**config.mk**
```make
export PLATFORM = sky130hd
export DESIGN_NAME = t05_key_entry
export DESIGN_NICKNAME = d
export VERILOG_FILES = /design/src/rtl/t05_key_entry.sv
export SDC_FILE = /design/constraint.sdc
export NUM_CORES = 1
export LEC_CHECK = 0
export CAP_MARGIN = 20
export CORE_MARGIN = 3
export CORE_UTILIZATION = 40
export CTS_CLUSTER_DIAMETER = 50
export DETAILED_ROUTE_END_ITERATION = 7
export GPL_TIMING_DRIVEN = 0
export SYNTH_ARGS = -nofsm -noshare
export SYNTH_HDL_FRONTEND = slang
export SYNTH_SLANG_ARGS = --single-unit
```
**constraint.sdc**
```tcl
create_clock -name clock -period 3.2 [get_ports clock]
set_clock_uncertainty 0.2 [all_clocks]
set_input_delay 0.64 -clock clock [delete_from_list [all_inputs] [get_ports clock]]
set_output_delay 0.64 -clock clock [all_outputs]
set_load 0.02 [all_outputs]
```
**src/rtl/t05_key_entry.sv**
```systemverilog
// -----------------------------------------------------------------------------
// t05_key_entry
// Keypad entry controller. Turns each synchronized key press into one key
// event, with a release hold-off that rejects bounce. Digit codes 0-15 are
// shifted into a DIGITS-nibble entry buffer. Codes 16-18 are the ENTER,
// BACKSPACE and CLEAR commands, and code 19 is reserved. ENTER latches the
// buffer into result_data and pulses result_valid for one cycle.
//
// Optional feature (macro T05_KEY_REPEAT_EN):
//   While a key stays held, the captured digit or BACKSPACE code is processed
//   again every REPEAT_CYCLES cycles.
//
// Ports:
//   clock        in   system clock
//   reset        in   synchronous, active-high reset
//   key_code     in   5-bit key index from the synchronizer (0-19)
//   key_strobe   in   synchronized key-pressed level
//   buf_data     out  live entry buffer; the newest digit is in bits [3:0]
//   buf_count    out  number of digits currently in the buffer
//   result_data  out  buffer value latched on ENTER
//   result_valid out  1-cycle pulse when result_data updates
//   key_event    out  1-cycle pulse per accepted press or repeat
//   buf_full     out  high when buf_count == DIGITS
// -----------------------------------------------------------------------------
// state   | meaning
// IDLE    | released and debounced; the next strobe high is accepted
// HELD    | key is down (or was held through reset); wait for release
// HOLDOFF | key released; count low cycles before a new press is accepted
// -----------------------------------------------------------------------------
module t05_key_entry #(
    parameter int DIGITS          = 4,
    parameter int DEBOUNCE_CYCLES = 1000,
    parameter int REPEAT_CYCLES   = 5000000
) (
    input  logic                         clock,
    input  logic                         reset,
    input  logic [4:0]                   key_code,
    input  logic                         key_strobe,
    output logic [4*DIGITS-1:0]          buf_data,
    output logic [$clog2(DIGITS+1)-1:0]  buf_count,
    output logic [4*DIGITS-1:0]          result_data,
    output logic                         result_valid,
    output logic                         key_event,
    output logic                         buf_full
);

    localparam int BW = 4 * DIGITS;
    localparam int CW = $clog2(DIGITS + 1);
`ifdef T05_KEY_REPEAT_EN
    localparam int CNT_MAX = (DEBOUNCE_CYCLES > REPEAT_CYCLES) ? DEBOUNCE_CYCLES : REPEAT_CYCLES;
`else
    localparam int CNT_MAX = DEBOUNCE_CYCLES;
`endif
    localparam int NW = $clog2(CNT_MAX + 1);

    localparam logic [CW-1:0] DIGITS_C = CW'(DIGITS);
    localparam logic [NW-1:0] DEB_LAST = NW'(DEBOUNCE_CYCLES - 1);
`ifdef T05_KEY_REPEAT_EN
    localparam logic [NW-1:0] REP_LAST = NW'(REPEAT_CYCLES - 1);
`endif

    localparam logic [4:0] CODE_ENTER = 5'd16;
    localparam logic [4:0] CODE_BKSP  = 5'd17;
    localparam logic [4:0] CODE_CLEAR = 5'd18;
    localparam logic [4:0] CODE_RSVD  = 5'd19;

    typedef enum logic [1:0] {
        IDLE    = 2'd0,
        HELD    = 2'd1,
        HOLDOFF = 2'd2
    } state_t;

    state_t         state_q, state_d;
    logic [NW-1:0]  cnt_q, cnt_d;
    logic [BW-1:0]  buf_q, buf_d;
    logic [CW-1:0]  count_q, count_d;
    logic [BW-1:0]  result_q, result_d;
    logic           result_valid_q, result_valid_d;
    logic           key_event_q, key_event_d;
    logic           buf_full_q, buf_full_d;
`ifdef T05_KEY_REPEAT_EN
    logic [4:0]     code_q, code_d;
`endif

    logic           proc_en;
    logic [4:0]     proc_code;

    always_comb begin
        state_d        = state_q;
        cnt_d          = cnt_q;
        buf_d          = buf_q;
        count_d        = count_q;
        result_d       = result_q;
        result_valid_d = 1'b0;
        key_event_d    = 1'b0;
        proc_en        = 1'b0;
        proc_code      = key_code;
`ifdef T05_KEY_REPEAT_EN
        code_d         = code_q;
`endif

        case (state_q)
            IDLE: begin
                if (key_strobe) begin
                    proc_en = 1'b1;
                    state_d = HELD;
                    cnt_d   = '0;
`ifdef T05_KEY_REPEAT_EN
                    code_d  = key_code;
`endif
                end
            end
            HELD: begin
                if (!key_strobe) begin
                    state_d = HOLDOFF;
                    cnt_d   = '0;
                end
`ifdef T05_KEY_REPEAT_EN
                else if (cnt_q == REP_LAST) begin
                    cnt_d = '0;
                    // Only digits and BACKSPACE auto-repeat.
                    if (code_q < CODE_ENTER || code_q == CODE_BKSP) begin
                        proc_en   = 1'b1;
                        proc_code = code_q;
                    end
                end else begin
                    cnt_d = cnt_q + NW'(1);
                end
`endif
            end
            HOLDOFF: begin
                if (key_strobe) begin
                    // Bounce: go back to HELD without an event.
                    state_d = HELD;
                    cnt_d   = '0;
                end else if (cnt_q == DEB_LAST) begin
                    state_d = IDLE;
                    cnt_d   = '0;
                end else begin
                    cnt_d = cnt_q + NW'(1);
                end
            end
            default: begin
                state_d = HELD;
                cnt_d   = '0;
            end
        endcase

        if (proc_en) begin
            key_event_d = 1'b1;
            if (proc_code < CODE_ENTER) begin
                if (count_q != DIGITS_C) begin
                    buf_d   = (buf_q << 4) | BW'(proc_code[3:0]);
                    count_d = count_q + CW'(1);
                end
            end else if (proc_code == CODE_ENTER) begin
                if (count_q != '0) begin
                    result_d       = buf_q;
                    result_valid_d = 1'b1;
                    buf_d          = '0;
                    count_d        = '0;
                end
            end else if (proc_code == CODE_BKSP) begin
                if (count_q != '0) begin
                    buf_d   = buf_q >> 4;
                    count_d = count_q - CW'(1);
                end
            end else if (proc_code == CODE_CLEAR) begin
                buf_d   = '0;
                count_d = '0;
            end
        end

        buf_full_d = (count_d == DIGITS_C);
    end

    always_ff @(posedge clock) begin
        if (reset) begin
            // Start in HELD so that a key held through reset is not accepted.
            state_q        <= HELD;
            cnt_q          <= '0;
            buf_q          <= '0;
            count_q        <= '0;
            result_q       <= '0;
            result_valid_q <= 1'b0;
            key_event_q    <= 1'b0;
            buf_full_q     <= 1'b0;
`ifdef T05_KEY_REPEAT_EN
            // The reserved code never repeats, so a held key cannot produce events.
            code_q         <= CODE_RSVD;
`endif
        end else begin
            state_q        <= state_d;
            cnt_q          <= cnt_d;
            buf_q          <= buf_d;
            count_q        <= count_d;
            result_q       <= result_d;
            result_valid_q <= result_valid_d;
            key_event_q    <= key_event_d;
            buf_full_q     <= buf_full_d;
`ifdef T05_KEY_REPEAT_EN
            code_q         <= code_d;
`endif
        end
    end

    assign buf_data     = buf_q;
    assign buf_count    = count_q;
    assign result_data  = result_q;
    assign result_valid = result_valid_q;
    assign key_event    = key_event_q;
    assign buf_full     = buf_full_q;

endmodule
```
==> impl_metrics.json <==
{
  "holdPathStages": 2,
  "wl_per_cell_um": 16.05,
  "outcome": "completed",
  "cp-start-kind": "input pin",
  "antenna_found_initial": 0,
  "hold_class": "flop to flop",
  "synth.area.top_cells": "dfxtp_1, nand2_1, a2111oi_0, a31o_1, a21oi_2",
  "rsz0062_at_grt": "false",
  "yosysSeqAreaShare": 0.4080,
  "final.setup.tns_ns": 0,
  "async_flop_share": 0,
  "drive_gt1_frac": 0.1484,
  "hold_viol_final": 0,
  "postCtsSetupRepairBufs": 0,
  "min_from": "result_data[3]",
  "p_leak_nw": 0.9665,
  "worst_pin_slew_ns": 0.7647,
  "finalCritPeriodShare": 0.8683,
  "detail-route-antenna-nets": 0,
  "min_to": "result_data[3]",
  "fillCellCount": 537,
  "critPathKind": "input pin to flop",
  "yosysWarnings": 0,
  "die_x_um": 84.32,
  "start_util": 0.4298,
  "grt_usage": 0.1759,
  "crit_path_end_kind": "flop",
  "cts_max_path_buffers": 2,
  "placed_area_um2": 2984,
  "synth.avg_cell_area_um2": 9.510,
  "dp.cells": 374,
  "dp_hpwl_um": 4469,
  "cts_htree_levels": 2,
  "r2r_slack_ns": 0.57,
  "layout_common_cells": "dfxtp_1, clkdlybuf4s50_1, nand2_1",
  "gp_congestion": 0.8280,
  "cts.sinks": 50,
  "setup_viol": 0,
  "drtIter0Drc": 129,
  "core_area_um2": 5709,
  "yosysTopAreaCell": "dfxtp_1",
  "instances_no_fill": 382,
  "vias": 2129,
  "maxCapViolCount": 0,
  "cts_tree": "yes",
  "power.density_nw_per_um2": 364.1,
  "synth.net_count": 271,
  "cts_resized": 0,
  "fmax_mhz": 359.9,
  "setup_slack_ns": 0.4214,
  "areaGrowthSynthToFinish_pct": 25.60,
  "reg2reg_to": "buf_full",
  "grt_pass1_vias": 2088,
  "fin_nets": 322,
  "worst_ep_arrival_time_ns": 2.84,
  "slew_viol_final": 0,
  "holdBufCountCts": 0,
  "cts_buffers": 5,
  "total_power_mw": 1.122,
  "dieHeight_um": 84.32,
  "std_cell_rows": 27,
  "synth_cell_types": 51,
  "firstDrtPassIters": 4,
  "fin_crit_ns": 2.779,
  "slew_headroom": 0.4902,
  "dieArea_um2": 7110,
  "ios": 46,
  "gr-total-overflow": 0,
  "n_antenna_cell": 0,
  "path_max_fanout": 10,
  "hold_slack_ns": 0.2570,
  "synthFlopType": "dfxtp_1",
  "reg2reg_depth": 8,
  "final_area_um2": 3082,
  "grt_pass1_wl_um": 10410,
  "drc_errors": 0,
  "final_common_cell": "dfxtp_1",
  "synth_top_area_frac": 0.4080,
  "synthCells": 258,
  "crit_start": "key_strobe",
  "ys_ff_latch": 50,
  "cts.clk_slew.worst_paths_ns": 0.11,
  "rr_startpoint": "buf_count[0]",
  "portBuffers": 44,
  "vias_per_cell": 5.573,
  "syn_area_um2": 2454,
  "grt_max_degree": 19,
  "synth_edf_count": 0,
  "insertion_delay_ns": 0.31,
  "final_util": 0.5398,
  "cp.required_ns": 3.26,
  "routed_wl_um": 6132,
  "pre_cts_ws_ns": 0.1311,
  "cts_root_buf": "clkbuf_8",
  "ir_drop_mv": 0.2867
}
Yosys cell counts (all sizes together) (2+ instances only):
cell,instances
dfxtp,50
nand2,40
a21oi,24
clkbuf,13
nor2,13
a2111oi,12
a31o,12
a32oi,11
xor2,9
buf,8
nand3,7
ha,5
mux2i,5
o2111ai,4
o21ai,4
a211o,3
and4,3
inv,3
nor2b,3
nor4b,3
a21o,2
and2,2
nor3b,2
o211ai,2
or4b,2
cells by family after synthesis:
group	count (synthesis)	synth area share
AO/OA/AOI/OAI	82	0.2677
AND/OR/NAND/NOR	82	0.1902
flip-flops	50	0.4080
buffers and inverters	25	0.05456
XOR/XNOR	9	0.03213
multiplexers	5	0.02193
adder cells (fa/ha/maj)	5	0.02550
critical path, cell delays in order:
cell             delay (ns)
clkdlybuf4s50_1        0.60
or3b_1                 0.39
buf_6                  0.15
a21o_1                 0.24
clkbuf_1               0.22
a2111oi_0              0.43
a31o_1                 0.16
routing by layer:
| metal | vias up | global-route usage | share of wire | wire length (um) |
|---|---|---|---|---|
| li1 | 1071 | - | - | - |
| met1 | 992 | 0.2451 | 0.50 | 3058 |
| met2 | 59 | 0.2747 | 0.44 | 2725 |
| met3 | 7 | 0.03533 | 0.046 | 280 |
| met4 | 0 | 0.05117 | 0.011 | 67 |
| met5 | - | 0 | 0 | 0 |
layout make-up:
type	instances	area, um^2	area share
sequential	50	1001	0.3248
timing repair buffer	44	440.4	0.1429
tap	72	90.09	0.02923
inverter	4	15.01	0.004872
buffer	21	118.9	0.03857
clock inverter	3	28.78	0.009338
multi-input combinational	183	1319	0.4279
clock buffer	5	68.82	0.02233
worst max-delay path by stage:
| stage | slack (ns) | end |
|---|---|---|
| after detailed placement | 0.13 | cnt_q[6] |
| final | 0.42 | buf_data[2] |
| after CTS | 0.46 | cnt_q[6] |
| after floorplan | 0.73 | result_data[0] |
| after global placement | 0.14 | cnt_q[9] |
| after global routing | 0.29 | buf_data[8] |
where the power goes:
part | total [mW] | switching [mW] | internal, mW
Combinational | 0.0933 | 0.0632 | 0.0301
Sequential | 0.633 | 0.00612 | 0.627
Clock | 0.396 | 0.233 | 0.162
Total | 1.12 | 0.303 | 0.819
registers in the layout (all words and copies together) (netlist names):
name          count
buf_count         3
result_data      16
buf_full          1
cnt_q            10
result_valid      1
buf_data         16
state_q           2
key_event         1
Power figures use the tool's default switching activity.
